**config.mk**
```make
export PLATFORM = sky130hd
export DESIGN_NAME = spi_slave_param
export DESIGN_NICKNAME = d
export VERILOG_FILES = /design/src/rtl/spi_pkg.sv /design/src/rtl/spi_sync_edge.sv /design/src/rtl/spi_slave_param.sv
export SDC_FILE = /design/constraint.sdc
export NUM_CORES = 1
export LEC_CHECK = 0
export BUFFER_PORTS_ARGS = -buffer_cell sky130_fd_sc_hd__buf_2
export CORE_MARGIN = 3
export CORE_UTILIZATION = 45
export CTS_CLUSTER_DIAMETER = 30
export DETAILED_ROUTE_END_ITERATION = 16
export HOLD_SLACK_MARGIN = 0.02
export PLACE_DENSITY_LB_ADDON = 0.12
export SLEW_MARGIN = 20
export SYNTH_ARGS = -nofsm -noshare
export SYNTH_HDL_FRONTEND = slang
export SYNTH_HIERARCHICAL = 1
export SYNTH_SLANG_ARGS = --single-unit
```
**constraint.sdc**
```tcl
create_clock -name sys_clk -period 1.7 [get_ports sys_clk]
set_input_delay 0.17 -clock sys_clk [delete_from_list [all_inputs] [get_ports sys_clk]]
set_output_delay 0.17 -clock sys_clk [all_outputs]
set_load 0.01 [all_outputs]
```
**src/rtl/spi_pkg.sv**
```systemverilog
// Shared types and helpers for the parametrised SPI slave: FSM states,
// sclk edge-role selection from CPOL/CPHA, and bit-counter sizing.
package spi_pkg;

  typedef enum logic {
    IDLE  = 1'b0,
    SHIFT = 1'b1
  } state_e;

  // Synced sclk level right after a sample edge: leading edge leaves CPOL,
  // trailing edge returns to it.
  function automatic logic sample_level(input logic cpol, input logic cpha);
    return cpha ? cpol : ~cpol;
  endfunction

  function automatic logic shift_level(input logic cpol, input logic cpha);
    return ~sample_level(cpol, cpha);
  endfunction

  function automatic int cnt_width(input int data_w);
    return $clog2(data_w + 1);
  endfunction

endpackage

```
**src/rtl/spi_sync_edge.sv**
```systemverilog
// Multi-stage synchroniser for one asynchronous pin, with a toggle flag
// comparing the last two synced samples (rise = toggle & q, fall = toggle & ~q).
module spi_sync_edge #(
  parameter int SYNC_STAGES = 2
) (
  input  logic sys_clk,
  input  logic rst,
  input  logic d,
  output logic q,
  output logic toggle
);

  logic [SYNC_STAGES-1:0] sync;
  logic                   prev;

  // NOTE: non-blocking assignments, so each stage takes the previous stage's
  // old value and the chain really is SYNC_STAGES flops deep.
  always_ff @(posedge sys_clk) begin
    if (rst) begin
      sync <= '0;
      prev <= 1'b0;
    end else begin
      sync <= {sync[SYNC_STAGES-2:0], d};
      prev <= sync[SYNC_STAGES-1];
    end
  end

  assign q      = sync[SYNC_STAGES-1];
  assign toggle = q ^ prev;

endmodule

```
**src/rtl/spi_slave_param.sv**
```systemverilog
// Parametrised SPI slave (DATA_W, CPOL, CPHA) fully inside sys_clk.
// Define SPI_SLAVE_PARAM_OVERRUN_EN to add sticky overrun/underrun flags.
module spi_slave_param
  import spi_pkg::*;
#(
  parameter int DATA_W      = 8,
  parameter bit CPOL        = 1'b0,
  parameter bit CPHA        = 1'b0,
  parameter int SYNC_STAGES = 2
) (
  input  logic              sys_clk,
  input  logic              rst,
  input  logic              ss,
  input  logic              sclk,
  input  logic              mosi,
  output logic              miso,
  input  logic [DATA_W-1:0] tx_data,
  input  logic              tx_valid,
  output logic              tx_ready,
  output logic [DATA_W-1:0] rx_data,
  output logic              rx_valid,
  input  logic              rx_ready,
  output logic              busy
`ifdef SPI_SLAVE_PARAM_OVERRUN_EN
  ,
  output logic              overrun,
  output logic              underrun
`endif
);

  localparam int   CNT_W      = cnt_width(DATA_W);
  localparam logic SAMPLE_LVL = sample_level(CPOL, CPHA);
  localparam logic SHIFT_LVL  = shift_level(CPOL, CPHA);

  logic ss_q, ss_tgl, sclk_q, sclk_tgl;

  spi_sync_edge #(.SYNC_STAGES(SYNC_STAGES)) u_ss_sync (
    .sys_clk (sys_clk),
    .rst     (rst),
    .d       (ss),
    .q       (ss_q),
    .toggle  (ss_tgl)
  );

  spi_sync_edge #(.SYNC_STAGES(SYNC_STAGES)) u_sclk_sync (
    .sys_clk (sys_clk),
    .rst     (rst),
    .d       (sclk),
    .q       (sclk_q),
    .toggle  (sclk_tgl)
  );

  logic [SYNC_STAGES-1:0] mosi_sync;
  logic                   mosi_s;

  always_ff @(posedge sys_clk) begin
    if (rst) mosi_sync <= '0;
    else     mosi_sync <= {mosi_sync[SYNC_STAGES-2:0], mosi};
  end

  assign mosi_s = mosi_sync[SYNC_STAGES-1];

  logic ss_rise, ss_fall, sample_edge, shift_edge;

  assign ss_rise     = ss_tgl & ss_q;
  assign ss_fall     = ss_tgl & ~ss_q;
  assign sample_edge = sclk_tgl & (sclk_q == SAMPLE_LVL);
  assign shift_edge  = sclk_tgl & (sclk_q == SHIFT_LVL);

  // After reset the chain holds stale zeros; only a low seen once the chain
  // has refilled arms the slave, so an ss held high through reset is ignored.
  logic [SYNC_STAGES:0] settle;
  logic                 armed;

  always_ff @(posedge sys_clk) begin
    if (rst) begin
      settle <= '0;
      armed  <= 1'b0;
    end else begin
      settle <= {settle[SYNC_STAGES-1:0], 1'b1};
      armed  <= armed | (settle[SYNC_STAGES] & ~ss_q);
    end
  end

  state_e             state, state_d;
  logic               load, sample_en, shift_en, complete, reload;
  logic [CNT_W-1:0]   cnt_q;
  logic               cnt_last;
  logic [DATA_W-1:0]  shreg, hold_data;
  logic               hold_full, sample_bit, skip_shift;

  assign cnt_last = (cnt_q == CNT_W'(DATA_W - 1));

  always_ff @(posedge sys_clk) begin
    if (rst) state <= IDLE;
    else     state <= state_d;
  end

  // NOTE: every output of this block gets a default first, so no branch can
  // leave one unassigned and infer a latch.
  always_comb begin
    state_d   = state;
    load      = 1'b0;
    sample_en = 1'b0;
    shift_en  = 1'b0;
    complete  = 1'b0;
    case (state)
      IDLE: begin
        if (ss_rise && armed) begin
          state_d = SHIFT;
          load    = 1'b1;
        end
      end
      SHIFT: begin
        sample_en = sample_edge;
        shift_en  = shift_edge;
        complete  = sample_edge && cnt_last;
        if (ss_fall) state_d = IDLE;
      end
    endcase
  end

  assign reload = load | complete;

  // A fresh word presents its MSB without shifting on the first shift edge:
  // for CPHA=1 that is the leading edge of bit 0, and after a word boundary it
  // is the trailing edge of the previous word's last bit.
  always_ff @(posedge sys_clk) begin
    if (rst) begin
      shreg      <= '0;
      hold_data  <= '0;
      hold_full  <= 1'b0;
      skip_shift <= 1'b0;
      sample_bit <= 1'b0;
      cnt_q      <= '0;
      rx_data    <= '0;
      rx_valid   <= 1'b0;
      miso       <= 1'b0;
    end else begin
      if (reload) begin
        shreg      <= hold_full ? hold_data : '0;
        hold_full  <= 1'b0;
        skip_shift <= load ? CPHA : 1'b1;
      end else if (shift_en) begin
        if (skip_shift) skip_shift <= 1'b0;
        else            shreg      <= {shreg[DATA_W-2:0], sample_bit};
      end

      if (tx_valid && !hold_full) begin
        hold_data <= tx_data;
        hold_full <= 1'b1;
      end

      if (load)           cnt_q <= '0;
      else if (sample_en) cnt_q <= cnt_last ? '0 : cnt_q + CNT_W'(1);

      if (sample_en) sample_bit <= mosi_s;

      if (complete) begin
        rx_data  <= {shreg[DATA_W-2:0], mosi_s};
        rx_valid <= 1'b1;
      end else if (rx_valid && rx_ready) begin
        rx_valid <= 1'b0;
      end

      miso <= (state == SHIFT) & shreg[DATA_W-1];
    end
  end

  assign tx_ready = ~hold_full;
  assign busy     = (state == SHIFT);

`ifdef SPI_SLAVE_PARAM_OVERRUN_EN
  always_ff @(posedge sys_clk) begin
    if (rst) begin
      overrun  <= 1'b0;
      underrun <= 1'b0;
    end else begin
      if (complete && rx_valid && !rx_ready) overrun  <= 1'b1;
      if (reload && !hold_full)              underrun <= 1'b1;
    end
  end
`endif

endmodule
```
# Word level (Yosys, flattened, before mapping)
# Cells that the tools add are included.
# W data, S select, Z words.
# totals
regBits	46
in_bits	15
output_inout_bits	12
wordCells	65
# classes
addsub	1
n_eq_ne	2
muxes	20
n_bitwise	14
reduce_logical	10
# op_table
operator	count
$mux W8	4
$mux W1	14
$and A1 B1 Y1	6
$reduce_bool A2 Y1	3
$add A4 B1 Y4 const B	1
$eq A4 B3 Y1 const B	1
$logic_and A1 B1 Y1	4
$mux W4	1
$not A1 Y1	4
$ne A2 B2 Y1 const B	1
$or A1 B1 Y1	2
$pmux W1 S2	1
$reduce_and A2 Y1	1
$reduce_or A2 Y1	1
$xor A1 B1 Y1	2
$logic_not A1 Y1	1

# Depth between registers and ports, before layout
# depth
word_depth	8
depth_mapped	6
depth_no_buf	5

# Hierarchy
# The synthesis kept the hierarchy.
# modules_own_cells
mod	n_inst	cells_per_inst	area_per_inst_um2	seq_area_each_um2
spi_slave_param	1	153	1514.0	800.8
spi_sync_edge	2	7	87.6	60.1

# Least setup slack after synthesis
# Ideal clock, no wire load.
# synth_path
kind	flip-flop to flip-flop
start	reg u_sclk_sync.sync[1]
end	reg shreg[7]
setup_time_ns	0.131
arrival_time_ns	1.614
setup_slack_ns	-0.044
stages_incl_launch_ff	7
synth_period_minus_slack_ns	1.744
path_cell_list	dfxtp_1 > xor2_1 > nor4bb_1 > buf_4 > mux2_4 > nand2_2 > a21oi_2
# synth_between
elab_chain_cells	7
word_cells_on_any_way	12
cone_classes	1 x eq/ne; 3 x mux; 5 x bitwise; 3 x reduce/logical
# synth_lines
item	line_no	source
from (decl)	spi_sync_edge.sv:13	logic [SYNC_STAGES-1:0] sync;
from (signal assigned)	spi_sync_edge.sv:23	sync <= {sync[SYNC_STAGES-2:0], d};
$xor A1 B1 Y1 (*)	spi_sync_edge.sv:29	assign toggle = q ^ prev;
net sclk_tgl	spi_slave_param.sv:35	logic ss_q, ss_tgl, sclk_q, sclk_tgl;
$and A1 B1 Y1	spi_slave_param.sv:67	assign sample_edge = sclk_tgl & (sclk_q == SAMPLE_LVL);
$logic_and A1 B1 Y1	spi_slave_param.sv:117	complete = sample_edge && cnt_last;
$mux W1	spi_slave_param.sv:107	case (state)
$or A1 B1 Y1	spi_slave_param.sv:123	assign reload = load | complete;
$ne A2 B2 Y1 (no source line) or $reduce_bool A2 Y1 (tied branches)	--	
$reduce_and A2 Y1 (no source line)	--	
to (signal assigned)	spi_slave_param.sv:141	shreg <= hold_full ? hold_data : '0;
to (signal assigned)	spi_slave_param.sv:146	else shreg <= {shreg[DATA_W-2:0], sample_bit};
to (decl)	spi_slave_param.sv:89	logic [DATA_W-1:0] shreg, hold_data;
# Mark *: on every way through the listed nets, which the timed path passes. The rest lies on a longest branch.
# A chain may end at the register's enable or synchronous reset.

# Worst setup path in the final report
# Same ends and word-level chain as after synthesis.

==> flow_metrics.tcl <==
set metrics [dict create \
    status "finished, final reports clean" \
    critPathSlowestCell "dfxtp_2" \
    synth_nets 183 \
    die_h_um 67.3 \
    p_int_uw 1470 \
    switching_share_pct 21.9 \
    hold_end "mosi_sync[0]" \
    drive_above_1_share_pct 28.4 \
    clk_path_buf_depth 2 \
    period_minus_slack_ns 1.59 \
    grt_pass1_vias 1264 \
    synth_warnings 6 \
    synth_flop_cell "dfxtp_1" \
    p_leak_uw 0.000863 \
    ff2ff_setup_slack_ns 0.11 \
    firstDrtPassIters 4 \
    hold_path_depth 2 \
    path_cells "xor2_2 -> nor4bb_1 -> buf_4 -> mux2_4 -> nand2_2 -> a21oi_2" \
    cts_tree "built" \
    ys_types 30 \
    criticalPathCategory "register to register" \
    setup.worst_path.start_class "register" \
    power_frac_clock_pct 35.4 \
    yosys_register_bits 46 \
    r2r.worst_path.cells 6 \
    multi_input_area_um2 736 \
    ir_worst_vdd_uv 512 \
    synth_area_mm2 0.00169 \
    worst_pin_slew_ns 0.583 \
    yosys.area.top_type_share_pct 54.5 \
    final_common_cell "dfxtp_1" \
    worstPathRequired_ns 1.87 \
    end_kind "register" \
    gp_congestion 0.755 \
    finalWirelength_um 3280 \
    drc 0 \
    ant_nets 0 \
    yosysSeqAreaShare_pct 54.5 \
    cap_viol_max_count 0 \
    worstReg2RegEnd "shreg[7]" \
    seqPwrFrac_pct 59.5 \
    drt-initial-drc-count 44 \
    dpl.cell_count 236 \
    path_max_fanout 9 \
    nNetsFinal 216 \
    layout_common_cells "dfxtp_1 (41), buf_2 (26), nand2_1 (23), nor2_1 (15), a21oi_1 (14)" \
    vias_per_cell 5.15 \
    synth_edf_count 0 \
    synth.avg_cell_area_um2 10.1 \
    synth_area_leader_cell "dfxtp_1" \
    hold_path.startpoint "mosi" \
    slew_headroom_pct 61.1 \
    grt_pass1_wl_um 5710 \
    die_area_mm2 0.00452 \
    p_per_area_mw_per_mm2 938 \
    max_stage_delay_ns 0.34 \
    coreArea_mm2 0.00347 \
    antenna_found_initial 0 \
    crit_family "simple AND/OR/NAND/NOR gates" \
    fill_cells 325 \
    instances_no_fill 247 \
    cp.arrival_ns 1.76 \
    synthToLayoutAreaGrowth_pct 19.0 \
    clock_latency_ns 0.29 \
    cts_sinks 46 \
    place_hpwl_um 2360 \
    io_pins 27 \
    utilization_pct 57.9 \
    maxSlewViolCount 0 \
    dr_total_vias 1273 \
    grt_max_degree 35 \
    power_switching_uw 413 \
    htree_num_levels 2 \
    cts-root-buf "clkbuf_8" \
    worst-path-buf-inv 1 \
    die_x_um 67.3 \
    synth_area_leaders "dfxtp_1 (55%), nand2_1 (5.1%), mux2i_1 (4.7%), a21oi_1 (4.1%), a221o_1 (4.1%)" \
    clk_pin_slew_worst_paths_ns 0.08 \
    finClkSkew_ns 0.00386 \
    hold_buffers 0 \
    track_usage_pct 17.1 \
    rows 21 \
    syn_inst 167 \
    combPwrFrac_pct 5.1 \
    hp-class "primary input to register" \
    synthArstFlopShare_pct 0 \
    cts_buffers 5 \
    start_util_pct 48.7 \
    setup_viol 0 \
    grt-ovfl-total 0 \
    seq_area_um2 927 \
    io_buffer_count 26 \
    post_drt_wl_per_cell_um 13.3 \
    rsz0062_at_grt "true" \
    report.final.hold_viol_count 0 \
    timing.fmax_mhz 629 \
    fin_crit_sh_pct 93.6 \
    rr_startpoint "u_sclk_sync/sync[1]" \
    n_antenna_cell 0 \
]
-- metal layers --
| metal | wire length [um] | track usage [%] | vias up |
|---|---|---|---|
| met1 | 1510 | 21.5 | 598 |
| met2 | 1520 | 26.6 | 34 |
| met4 | 61 | 9.11 | 0 |
| met3 | 180 | 4.49 | 6 |
| li1 | - | - | 635 |
| met5 | 0 | 0 | - |
-- worst reg2reg max path, cell delays in order (launching register included) --
cell and delay [ns]:
dfxtp_2 0.34, xor2_2 0.17, nor4bb_1 0.31, buf_4 0.22
mux2_4 0.31, nand2_2 0.07, a21oi_2 0.05
-- layout make-up --
class | count | area share [%]
inverters | 4 | 0.747
well taps | 46 | 2.86
multi-input cells | 110 | 36.6
clock inverters | 1 | 0.249
flip-flops and latches | 46 | 46.1
repair buffers | 33 | 9.09
clock buffers | 7 | 4.30
-- stage by stage --
step	hold slack, ns	power [uW]	setup WS (ns)	TNS (ns)	instance area, um^2
2_1_floorplan	0.242	1200	0.0267	0	1700
3_3_place_gp	0.382	1240	0.159	0	1880
3_5_place_dp	0.386	1240	0.0784	0	1880
4_1_cts	0.0774	1900	0.0640	0	1970
5_1_grt	0.0994	1970	-0.0105	-0.0110	2010
6_report	0.0819	1880	0.109	0	2010
-- power groups by stage --
| stage | sequential, uW | combinational, uW | clock (uW) |
|---|---|---|---|
| after detailed placement | 1150 | 95.7 | 0 |
| after global placement | 1140 | 92.3 | 0 |
| after CTS | 1120 | 96.2 | 687 |
| after floorplan | 1140 | 59.4 | 0 |
| final | 1120 | 95.5 | 668 |
| after global routing | 1120 | 110 | 736 |
-- synthesized netlist by cell type (2+ instances only) --
cell type and n:
a21oi_1 14, a221o_1 7, and3_1 9, buf_2 2, clkbuf_1 4, dfxtp_1 46
inv_1 4, mux2i_1 8, nand2_1 23, nand3b_1 3, nor2_1 15, nor2b_1 11
xor2_1 4
-- worst max-delay path by stage --
| stage | endpoint | cells after the start | from | slack, ns |
|---|---|---|---|---|
| after floorplan | shreg[7] | 6 | u_sclk_sync/sync[1] | 0.03 |
| after global placement | shreg[6] | 6 | u_sclk_sync/sync[1] | 0.16 |
| after detailed placement | shreg[0] | 6 | u_sclk_sync/sync[1] | 0.08 |
| after CTS | shreg[7] | 6 | u_sclk_sync/sync[1] | 0.06 |
| after global routing | shreg[5] | 6 | u_sclk_sync/sync[1] | -0.01 |
| final | shreg[7] | 6 | u_sclk_sync/sync[1] | 0.11 |
-- state kept, by name, indices dropped and copies added (netlist names), 2 cells and up --
signal,flops
rx_data,8
hold_data,8
u_sclk_sync/sync,2
settle,3
shreg,8
u_ss_sync/sync,2
cnt_q,4
mosi_sync,2
-- timing repair --
action / 4_1_cts / 5_1_grt
endpoints found under the setup margin: 0 / 15
buffers inserted: 0 / 3
hold endpoints to repair: 0 / 0
resized for setup: 0 / 6
-- kinds of logic (layout without fill, tap and decap cells) --
group	Yosys count	after routing	synth area share, %
and+or+nand+nor	69	69	22.4
buffers and inverters	11	45	2.81
xor gates and xnor gates	5	5	2.59
DFF	46	46	54.5
muxes	9	9	5.63
AOI/OAI and AO/OA	26	26	11.3
adders and majority gates	1	1	0.741
Power figures use the tool's default switching activity.
